`src/rtl/npu_seq_pkg.sv`:
```
// Shared types and constants for the NPU control sequencer.
// Latency: n/a (declarations only).
// Backpressure: n/a.
package npu_seq_pkg;

    // Config tag offsets, relative to the first non-weight tag (NUM_PE)
    localparam int IN_FMT_OFS   = 0;
    localparam int OUT_FMT_OFS  = 1;
    localparam int IN_CNT_OFS   = 2;
    localparam int OUT_CNT_OFS  = 3;
    localparam int SCHED_OFS    = 4;
    localparam int OFFSET_OFS   = 5;
    localparam int BATCH_OFS    = 6;
    localparam int START_OFS    = 7;
    localparam int SOFT_RST_OFS = 8;

    // Batch count used after reset, after soft reset, and in place of a zero payload
    localparam int BATCH_DEFAULT = 1;

    typedef enum logic [1:0] {
        ST_IDLE    = 2'd0,
        ST_CONFIG  = 2'd1,
        ST_COMPUTE = 2'd2,
        ST_STALL   = 2'd3
    } state_t;

endpackage

```
`src/rtl/npu_cfg_decode.sv`:
```
// Registered config-tag decoder: one-hot target strobes, payload, soft-reset and error pulses.
// Latency: a word popped in cycle t produces its strobe and cfg_dout in cycle t+1.
// Backpressure: none; decodes whatever the sequencer pops, one word per cycle.
module npu_cfg_decode
    import npu_seq_pkg::*;
#(
    parameter int NUM_PE = 8,
    parameter int DATA_W = 16,
    parameter int TAG_W  = 5
) (
    input  logic                    CLK,
    input  logic                    RST,
    input  logic                    pop,
    input  logic [TAG_W+DATA_W-1:0] cfg_din,
    output logic [DATA_W-1:0]       cfg_dout,
    output logic [NUM_PE-1:0]       weight_wr_en,
    output logic                    in_fmt_wr_en,
    output logic                    out_fmt_wr_en,
    output logic                    sched_wr_en,
    output logic                    offset_wr_en,
    output logic                    npu_rst,
    output logic                    err
);

    int                tag_i;
    logic [NUM_PE-1:0] weight_nxt;

    assign tag_i = int'(cfg_din[TAG_W+DATA_W-1:DATA_W]);

    // One-hot weight strobe for tags below NUM_PE
    always_comb begin
        weight_nxt = '0;
        for (int i = 0; i < NUM_PE; i++) begin
            weight_nxt[i] = pop && (tag_i == i);
        end
    end

    // Register the decoded strobes; payload only updates on a pop
    always_ff @(posedge CLK or negedge RST) begin
        if (!RST) begin
            cfg_dout      <= '0;
            weight_wr_en  <= '0;
            in_fmt_wr_en  <= 1'b0;
            out_fmt_wr_en <= 1'b0;
            sched_wr_en   <= 1'b0;
            offset_wr_en  <= 1'b0;
            npu_rst       <= 1'b0;
            err           <= 1'b0;
        end else begin
            weight_wr_en  <= weight_nxt;
            in_fmt_wr_en  <= pop && (tag_i == NUM_PE + IN_FMT_OFS);
            out_fmt_wr_en <= pop && (tag_i == NUM_PE + OUT_FMT_OFS);
            sched_wr_en   <= pop && (tag_i == NUM_PE + SCHED_OFS);
            offset_wr_en  <= pop && (tag_i == NUM_PE + OFFSET_OFS);
            npu_rst       <= pop && (tag_i == NUM_PE + SOFT_RST_OFS);
            err           <= pop && (tag_i > NUM_PE + SOFT_RST_OFS);
            if (pop) begin
                cfg_dout <= cfg_din[DATA_W-1:0];
            end
        end
    end

endmodule

```
`src/rtl/npu_sequencer.sv`:
```
// NPU control sequencer: config-word dispatch plus batched invocation control of input/output FIFOs.
// Latency: config strobe 1 cycle after pop; START to COMPUTE 1 cycle; inv_done 1 cycle after last grant.
// Backpressure: empty input FIFO or full output FIFO on a live request stalls the whole cycle (all-or-nothing).
module npu_sequencer
    import npu_seq_pkg::*;
#(
    parameter int NUM_PE = 8,
    parameter int DATA_W = 16,
    parameter int TAG_W  = 5,
    parameter int CNT_W  = 8
) (
    input  logic                    CLK,
    input  logic                    RST,
    input  logic [TAG_W+DATA_W-1:0] cfg_din,
    input  logic                    cfg_empty,
    output logic                    cfg_rd_en,
    output logic [DATA_W-1:0]       cfg_dout,
    output logic [NUM_PE-1:0]       weight_wr_en,
    output logic                    in_fmt_wr_en,
    output logic                    out_fmt_wr_en,
    output logic                    sched_wr_en,
    output logic                    offset_wr_en,
    output logic                    npu_rst,
    input  logic                    in_fifo_empty,
    input  logic                    out_fifo_full,
    input  logic                    sched_in_req,
    input  logic                    sched_out_req,
    output logic                    in_fifo_rd_en,
    output logic                    out_fifo_wr_en,
    output logic                    state_idle,
    output logic                    state_config,
    output logic                    state_compute,
    output logic                    state_stall,
    output logic                    inv_done,
    output logic                    cfg_err
);

    state_t           state, state_nxt;
    logic [CNT_W-1:0] in_cnt, out_cnt, batch_cnt;
    logic [CNT_W-1:0] in_rem, out_rem, batch_rem;
    logic [CNT_W-1:0] in_rem_nxt, out_rem_nxt, pay_cnt;
    logic             cfg_err_q, dec_err;
    int               tag_i;
    logic             ld_in, ld_out, ld_batch, start_pop, soft_pop, start_ok, start_bad;
    logic             in_live, out_live, blocked, grant, inv_end, more_batches;

    npu_cfg_decode #(
        .NUM_PE (NUM_PE),
        .DATA_W (DATA_W),
        .TAG_W  (TAG_W)
    ) u_dec (
        .CLK           (CLK),
        .RST           (RST),
        .pop           (cfg_rd_en),
        .cfg_din       (cfg_din),
        .cfg_dout      (cfg_dout),
        .weight_wr_en  (weight_wr_en),
        .in_fmt_wr_en  (in_fmt_wr_en),
        .out_fmt_wr_en (out_fmt_wr_en),
        .sched_wr_en   (sched_wr_en),
        .offset_wr_en  (offset_wr_en),
        .npu_rst       (npu_rst),
        .err           (dec_err)
    );

    // Counter-affecting tags are acted on in the pop cycle itself
    assign tag_i     = int'(cfg_din[TAG_W+DATA_W-1:DATA_W]);
    assign pay_cnt   = cfg_din[CNT_W-1:0];
    assign ld_in     = cfg_rd_en && (tag_i == NUM_PE + IN_CNT_OFS);
    assign ld_out    = cfg_rd_en && (tag_i == NUM_PE + OUT_CNT_OFS);
    assign ld_batch  = cfg_rd_en && (tag_i == NUM_PE + BATCH_OFS);
    assign start_pop = cfg_rd_en && (tag_i == NUM_PE + START_OFS);
    assign soft_pop  = cfg_rd_en && (tag_i == NUM_PE + SOFT_RST_OFS);
    assign start_ok  = start_pop && (in_cnt != '0) && (out_cnt != '0);
    assign start_bad = start_pop && !start_ok;

    // A request only counts while work of that kind remains
    assign in_live      = sched_in_req && (in_rem != '0);
    assign out_live     = sched_out_req && (out_rem != '0);
    assign blocked      = (in_live && in_fifo_empty) || (out_live && out_fifo_full);
    assign grant        = (state == ST_COMPUTE) && !blocked;
    assign in_rem_nxt   = in_rem - CNT_W'(in_live);
    assign out_rem_nxt  = out_rem - CNT_W'(out_live);
    assign inv_end      = grant && (in_live || out_live) && (in_rem_nxt == '0) && (out_rem_nxt == '0);
    assign more_batches = batch_rem > CNT_W'(1);
    assign cfg_err      = cfg_err_q | dec_err;

    // State register
    always_ff @(posedge CLK or negedge RST) begin
        if (!RST) begin
            state <= ST_IDLE;
        end else begin
            state <= state_nxt;
        end
    end

    // Next-state logic
    always_comb begin
        state_nxt = state;
        case (state)
            ST_IDLE:    if (!cfg_empty) state_nxt = ST_CONFIG;
            ST_CONFIG:  if (start_ok) state_nxt = ST_COMPUTE;
            ST_COMPUTE: begin
                if (blocked) begin
                    state_nxt = ST_STALL;
                end else if (inv_end && !more_batches) begin
                    state_nxt = ST_IDLE;
                end
            end
            ST_STALL:   if (!blocked) state_nxt = ST_COMPUTE;
            default:    state_nxt = ST_IDLE;
        endcase
    end

    // Outputs decoded from the current state; FIFO enables only in an unblocked COMPUTE cycle
    always_comb begin
        state_idle     = (state == ST_IDLE);
        state_config   = (state == ST_CONFIG);
        state_compute  = (state == ST_COMPUTE);
        state_stall    = (state == ST_STALL);
        cfg_rd_en      = (state == ST_CONFIG) && !cfg_empty;
        in_fifo_rd_en  = grant && in_live;
        out_fifo_wr_en = grant && out_live;
    end

    // Config counts, remaining counts, completion pulse and sticky error
    always_ff @(posedge CLK or negedge RST) begin
        if (!RST) begin
            in_cnt    <= '0;
            out_cnt   <= '0;
            batch_cnt <= CNT_W'(BATCH_DEFAULT);
            in_rem    <= '0;
            out_rem   <= '0;
            batch_rem <= '0;
            inv_done  <= 1'b0;
            cfg_err_q <= 1'b0;
        end else begin
            inv_done <= inv_end;
            if (start_bad || dec_err) begin
                cfg_err_q <= 1'b1;
            end
            if (soft_pop) begin
                in_cnt    <= '0;
                out_cnt   <= '0;
                batch_cnt <= CNT_W'(BATCH_DEFAULT);
            end
            if (ld_in) begin
                in_cnt <= pay_cnt;
            end
            if (ld_out) begin
                out_cnt <= pay_cnt;
            end
            if (ld_batch) begin
                batch_cnt <= (pay_cnt == '0) ? CNT_W'(BATCH_DEFAULT) : pay_cnt;
            end
            if (start_ok) begin
                in_rem    <= in_cnt;
                out_rem   <= out_cnt;
                batch_rem <= batch_cnt;
            end else if (inv_end && more_batches) begin
                in_rem    <= in_cnt;
                out_rem   <= out_cnt;
                batch_rem <= batch_rem - CNT_W'(1);
            end else if (grant) begin
                in_rem  <= in_rem_nxt;
                out_rem <= out_rem_nxt;
            end
        end
    end

endmodule

```
`config.mk`:
```
export PLATFORM = sky130hd
export DESIGN_NAME = npu_sequencer
export DESIGN_NICKNAME = d
export VERILOG_FILES = /design/src/rtl/npu_seq_pkg.sv /design/src/rtl/npu_cfg_decode.sv /design/src/rtl/npu_sequencer.sv
export SDC_FILE = /design/constraint.sdc
export NUM_CORES = 1
export LEC_CHECK = 0
export CORE_MARGIN = 5
export CORE_UTILIZATION = 25
export CTS_BUF_LIST = sky130_fd_sc_hd__clkbuf_8
export DETAILED_ROUTE_END_ITERATION = 12
export GPL_ROUTABILITY_DRIVEN = 0
export GPL_TIMING_DRIVEN = 1
export PLACE_DENSITY_LB_ADDON = 0.25
export SLEW_MARGIN = 10
export SYNTH_ARGS = -nofsm -noshare
export SYNTH_HDL_FRONTEND = slang
export SYNTH_SLANG_ARGS = --single-unit
export TNS_END_PERCENT = 100
```
`constraint.sdc`:
```
create_clock -name CLK -period 7 [get_ports CLK]
set_input_delay 0.7 -clock CLK [delete_from_list [all_inputs] [get_ports CLK]]
set_output_delay 0.7 -clock CLK [all_outputs]
set_load 0.005 [all_outputs]
```
==> results by group <==
STA
  • Final Hold Viols: 0
  • Top achievable clock speed: ~0.23 GHz
  • Slew headroom: between 20% and 30%
  • Slew at the pin closest to its max-slew limit: 1.059 ns
  • Slew Viols, Final: 0
  • Fin Clk Skew: 0.008732 ns
  • Final Setup Violations: 0
  • Final period util: around three fifths
  • Worst hold slack: between 0.5 and 0.6 ns
  • RSZ-0062 raised after global routing: false
  • Minimum clock period: 4.266 ns
  • Final TNS setup: 0 ns

Synth
  • Ys flop type: dfrtp_1
  • Count leader, synth: dfrtp_1
  • Synth Net Count: about 460
  • Share of flip-flops with an asynchronous set or reset: 100.0%
  • Top cells by area, synth: dfrtp_1, nand2_1, mux2_2, o21ai_0, nor2_1
  • Largest area contributor in the netlist: dfrtp_1
  • Post-synthesis average cell area: roughly 9.7 um2
  • Post-synth design cell area: slightly above 4000 um2
  • EDFF count, synth: 0
  • Unique masters post-synth: 57
  • Ys Warns: 0
  • Yosys reg bits: 82
  • Post-synthesis sequential area ratio: slightly above 50%
  • Post-Synthesis Cells: 420
  • Top cells by count, synth: dfrtp_1, nand2_1, nor2_1
  • Top cell type's share of synthesized area: about half

Routing
  • Drt first pass iters: 4
  • WL per Instance: 15.33 um
  • Vias: 3287
  • ANT nets after route: 0
  • Post-Route WL: roughly 11 mm
  • Initial DRC Count: ~250
  • Vias/cell: ~4.7
  • DRC viols: 0

Pwr
  • P_int: between 1000 and 1500 uW
  • Leakage: between 0.002 and 0.0025 uW
  • Max VDD drop: approximately 0.00014 V
  • Reg power frac: between 40% and 50%
  • Logic pwr share: around 36%
  • Clock Power Share: around a fifth
  • Switch share: roughly a third
  • Total Power: 1620 uW
  • Psw: roughly 550 uW
  • Pwr dens: 318.6 nW/um2

Die
  • Die Ht: roughly 140 um
  • Core area: between 15000 and 20000 um2
  • Initial Util: between 20% and 30%
  • Cell Rows: 46
  • Full die area: around 19000 um2
  • Die X-Extent: 137.4 um
  • I/O pins: between 60 and 70

Clocking
  • H-tree level count: 3
  • Reg clk slew, reported paths: about 0.080 ns
  • Root Driver: clkbuf_8
  • Hold_buf cts: 0
  • Postcts setup bufs: 0
  • CTS sink count: just over 80
  • CTS max path bufs: 2
  • # resized after CTS: 0
  • CTS buffer count: 9
  • Clk Latency, worst-skew pair: between 0.3 and 0.4 ns
  • CTS tree: done

Global route
  • Pin count of the biggest net entering global routing: 83
  • GR Overflow Total: 0
  • Antenna violations before repair: 0
  • All-Layer GR Usage: 11.78%
  • Global-route wire length before repair: 17.51 mm
  • Number of global-route vias before repair: 3310

Setup path
  • CP Max Fanout: 17
  • CP Data Required Time: 7.27 ns
  • R2r worst-path depth: 12
  • FF-to-FF End: in_rem[1]
  • Reg2Reg Setup Slack: between 2 and 3 ns
  • CP Class: register to register
  • CP arrival: ~4.5 ns
  • Crit. End Element: register
  • Worst flop-to-flop path startpoint: in_rem[5]
  • Crit path launch type: register

Placed design
  • Hpwl dp: just under 8 mm
  • Dpl cell area: between 4000 and 5000 um2
  • PortBufs: between 60 and 70

Hold path
  • Worst hold path type: register to register
  • Hold Startpoint: u_dec.cfg_dout[11]
  • Worst hold path endpoint: u_dec.cfg_dout[11]
  • Hold Path Depth: 1

Flow run
  • # Max-Cap Violations: 0

Outcome
  • Run status: complete, no violations

Finish
  • # diodes: 0
  • Final nets: roughly 520
  • Post-Layout Inst Area: approximately 5100 um2
  • Layout cells sized above 1: 11.11%
  • Area Overhead vs Synth: 25.32%
[through the flow]
stage	worst slack (ns)	cells	util [%]
3_5_place_dp	2.785	686	30.92
5_1_grt	2.499	702	32.01
4_1_cts	2.760	702	32.01
2_1_floorplan	3.377	420	-
3_3_place_gp	2.909	686	30.92
6_report	2.734	702	32.01
[layout make-up]
cell class | instances | area, um2
timing repair buffer | 67 | 663.1
sequential | 82 | 2053
fill | 1682 | 10800
clock inverter | 5 | 22.52
inverter | 15 | 56.30
clock buffer | 11 | 151.4
tap | 216 | 270.3
multi-input combinational | 306 | 1868
[flip-flops by register name (all words and copies together) (netlist names), 2 cells and up]
| name | count |
|---|---|
| out_rem | 8 |
| u_dec.weight_wr_en | 8 |
| in_cnt | 8 |
| in_rem | 8 |
| batch_cnt | 8 |
| state | 2 |
| batch_rem | 8 |
| out_cnt | 8 |
| u_dec.cfg_dout | 16 |
[layer usage]
| metal | share of wire, % | routed length, um | track usage, % |
|---|---|---|---|
| met5 | 0 | 0 | 0 |
| met4 | 0.70 | 75 | 2.993 |
| met3 | 8.0 | 859 | 4.602 |
| met2 | 42 | 4496 | 16.89 |
| met1 | 50 | 5333 | 16.57 |
[layout by cell type (no fill, tap or decap), drive strengths merged, types with 2 or more instances in the layout]
cell	instances
nor3	13
a21o	3
inv	17
nand2b	7
and2	3
or4bb	2
clkbuf	11
o21a	2
ha	7
a221o	3
o21ai	35
nand4	5
nor2	32
nor2b	6
nand3	6
a22oi	3
xor2	3
o211ai	6
a31oi	3
xnor2	7
clkdlybuf4s50	64
or4	5
nor3b	3
mux2i	3
buf	3
mux2	17
clkinv	3
or3	2
nand4b	2
a31o	2
or2	5
nor4	13
dfrtp	81
a21oi	13
nand3b	3
nand2	80
[critical path: stages, from the launching register on]
cell	delay, ns
dfrtp_1	0.44
or4_4	0.57
o21ai_2	0.24
inv_2	0.11
ha_1	0.20
ha_1	0.29
or4bb_1	0.48
nor4_1	0.25
or4bb_1	0.43
nand4b_1	0.27
o21ai_2	0.62
nand2_1	0.15
o211ai_1	0.12
[worst max path at each step]
| stage | to | from |
|---|---|---|
| 2_1_floorplan | in_rem[1] | in_rem[5] |
| 3_3_place_gp | in_rem[3] | sched_out_req |
| 3_5_place_dp | in_rem[1] | in_rem[5] |
| 4_1_cts | in_rem[1] | in_rem[5] |
| 5_1_grt | in_rem[1] | in_rem[5] |
| 6_report | in_rem[1] | in_rem[5] |
[cells by family after synthesis]
logic type               Yosys count  share of synthesized area, %
AO/OA/AOI/OAI                     79                         12.67
flip-flops                        82                         50.60
multiplexers                      20                         5.458
buffers and inverters             32                         3.361
AND/OR/NAND/NOR                  190                         23.59
XOR/XNOR                          10                         2.159
adder cells (fa/ha/maj)            7                         2.158
[power by group through the flow]
stage	Combinational, uW	Clock, uW	Sequential (uW)
3_3_place_gp	579	0	734
2_1_floorplan	348	0	705
6_report	575	312	733
3_5_place_dp	580	0	739
4_1_cts	584	326	732
5_1_grt	642	348	753
No activity file was read; power rests on OpenSTA's default activity.
==> edit (same flow settings) <==
Make the reset (`RST`) synchronous in 3 clocked blocks.
--- a/src/rtl/npu_cfg_decode.sv
+++ b/src/rtl/npu_cfg_decode.sv
@@ -36,7 +36,7 @@
     end
 
     // Register the decoded strobes; payload only updates on a pop
-    always_ff @(posedge CLK or negedge RST) begin
+    always_ff @(posedge CLK) begin
         if (!RST) begin
             cfg_dout      <= '0;
             weight_wr_en  <= '0;
--- a/src/rtl/npu_sequencer.sv
+++ b/src/rtl/npu_sequencer.sv
@@ -86,7 +86,7 @@
     assign cfg_err      = cfg_err_q | dec_err;
 
     // State register
-    always_ff @(posedge CLK or negedge RST) begin
+    always_ff @(posedge CLK) begin
         if (!RST) begin
             state <= ST_IDLE;
         end else begin
@@ -124,7 +124,7 @@
     end
 
     // Config counts, remaining counts, completion pulse and sticky error
-    always_ff @(posedge CLK or negedge RST) begin
+    always_ff @(posedge CLK) begin
         if (!RST) begin
             in_cnt    <= '0;
             out_cnt   <= '0;
Check against the original RTL: differs if RST is asserted again (counterexample within 4 cycles, from zero or initial values and one cycle with RST low); with RST held inactive, the same outputs for 10 cycles.
==> edit against the unedited design <==
  * Routed wire length rose by 2.2%
  * Clock skew about the same
  * Highest routed layer unchanged
  * Sequential cell count did not move
  * Cell area fell by 2.8%
  * Critical endpoint is now batch_rem[7]
  * Synthesized area is 2.1% lower
  * Non-clock buffer count unchanged
  * Worst setup slack better by 0.57 ns
  * Count of clock-buffer cells in the layout rose by 1
  * Synthesized cell count up 13%
  * Critical path depth fell by 1
Power is not compared: it rests on default switching activity, and its combinational part moved more than twofold at a synthesized area within 25%.
==> edit: results (changes against the unedited design) <==
* Routed wire length at 11.00 mm (was 10.77 mm)
* Synthesized Nets at 511 (was 455)
* DRC violation count after routing at 0 (unchanged)
* Clk pwr share at 38.1%
* Synth cell types at 55 (was 57)
* Antenna cells at 0 (unchanged)
* Final hold slack at 0.4601 ns (was 0.5103 ns)
* Resized Gates After CTS at 0 (unchanged)
* Number of buffers created by CTS at 9 (unchanged)
* Most flop-heavy register: u_dec.cfg_dout (unchanged)
* Final worst clock skew at 0.009005 ns (was 0.008732 ns)
* Combinational Power at 61.6 uW
* Via count at 3576 (was 3287)
* Post-synthesis xor/xnor area fraction at 3.526% (was 2.158%)
* Largest net degree at the start of global routing at 67 (was 83)
* Sequential fraction of the synthesis area at 41.31% (was 50.60%)
* Status: finished clean (unchanged)
* VDD IR max at 81.04 uV
* Slowest cell on the critical path: or3_1 (was o21ai_2)
* DPL Wire Length at 7.952 mm (was 7.797 mm)
* CTS root buffer: clkbuf_8 (unchanged)
* Pre-CTS setup slack at 3.054 ns (was 2.785 ns)
* Port buffer count at 65 (unchanged)
* Worst-Skew Late Latency at 0.36 ns (about the same)
* Initial antenna violation count at 0 (unchanged)
* Most common library cells after synthesis: 82 x dfxtp_1, 74 x nand2_1, 60 x a21oi_1 (was 81 x dfrtp_1, 80 x nand2_1, 31 x nor2_1)
* Synthesized-area fraction occupied by adder cells at 2.204% (was 2.158%)
* Clk pin slew, worst setup/hold paths at 0.09 ns
* Final Non-Filler Cells at 747 (was 702)
* Placed Area at 4753 um^2 (was 4911 um^2)
* Reg2reg setup slack at 3.30 ns (was 2.73 ns)
* Arrival time at the worst endpoint at 3.99 ns (was 4.53 ns)
* Max Root-Sink Buffers at 2 (unchanged)
* Share of layout cells above drive strength 1 at 8.475% (was 11.11%)
* Most area-consuming cells after synthesis: dfxtp_1 41%, a21oi_1 7.6%, nand2_1 7.0% (was dfrtp_1 50%, nand2_1 7.4%, mux2_2 4.7%)
* Postcts setup bufs at 0 (unchanged)
* CP max stage delay at 0.59 ns (was 0.62 ns)
* Crit-path max FO at 26 (was 17)
* Async SR Flop Fraction at 0% (was 100.0%)
* Pre-Repair DR Iteration Count at 4 (unchanged)
* Avg Inst Size Synth at 8.348 um^2 (was 9.661 um^2)
* Slew headroom at 28.14% (was 29.41%)
* Number of synthesis warnings at 0 (unchanged)
* Multiplexer area fraction after synthesis at 0.2834% (was 5.458%)
* # placed instances at 731 (was 686)
* DR iter-0 viols at 242 (was 247)
* Total power at 865.2 uW
* First-pass GRT wire length at 18.20 mm (was 17.51 mm)
* Final #Nets at 561 (was 516)
* Tcrit/Tclk final at 52.85% (was 60.94%)
* Gr usage total at 12.21% (was 11.78%)
* Synth Area in Compound Gates at 17.38% (was 12.67%)
## edit: cell count changes after synthesis, sizes merged, moves of 6 or more
| cell | delta |
|---|---|
| o211ai | -6 |
| nand3 | +36 |
| o2111ai | +9 |
| nor2 | -8 |
| or3 | +11 |
| a21oi | +49 |
| dfxtp | +82 |
| mux2 | -16 |
| dfrtp | -81 |
| a211oi | +13 |
| buf | +7 |
| o21ai | -27 |
| nand2 | -6 |
## edit: critical path, delay by kind of cell (launching register included)
| family | cells | cell delay, ns |
|---|---|---|
| AO/OA/AOI/OAI | 3 | 0.72 |
| flip-flops | 1 | 0.43 |
| adder cells (fa/ha/maj) | 2 | 0.43 |
| AND/OR/NAND/NOR | 5 | 2.00 |
| buffers and inverters | 1 | 0.06 |
## edit: layout make-up
class | instances | area [um^2]
Clock buffer | 12 | 165.2
Clock inverter | 4 | 25.02
Fill cell | 1685 | 10770
Inverter | 14 | 52.55
Multi-Input combinational cell | 352 | 2123
Sequential cell | 82 | 1642
Tap cell | 216 | 270.3
Timing Repair Buffer | 67 | 665.6
## edit: layer usage
layer	track usage [%]	vias up	wire, um
li1	-	1808	-
met1	16.01	1645	5160
met2	18.79	106	4854
met3	3.738	17	767
met4	4.703	0	218
met5	0	-	0
## edit: path summary, 6_finish.rpt
path	start	endpoint	depth (start not counted)
max	in_rem[2]	batch_rem[7]	11
min	u_dec.cfg_dout[6]	u_dec.cfg_dout[6]	2
max reg2reg	in_rem[2]	batch_rem[7]	11
min reg2reg	u_dec.cfg_dout[6]	u_dec.cfg_dout[6]	2
## edit: kinds of logic (layout without fill, tap and decap cells)
kind of cell               after synthesis  after routing
and+or+nand+nor                        225            225
muxes                                    1              1
buffers and inverters                   42             97
AOI/OAI and AO/OA                      103            103
DFF                                     82             82
adders and majority gates                7              7
xor gates and xnor gates                16             16
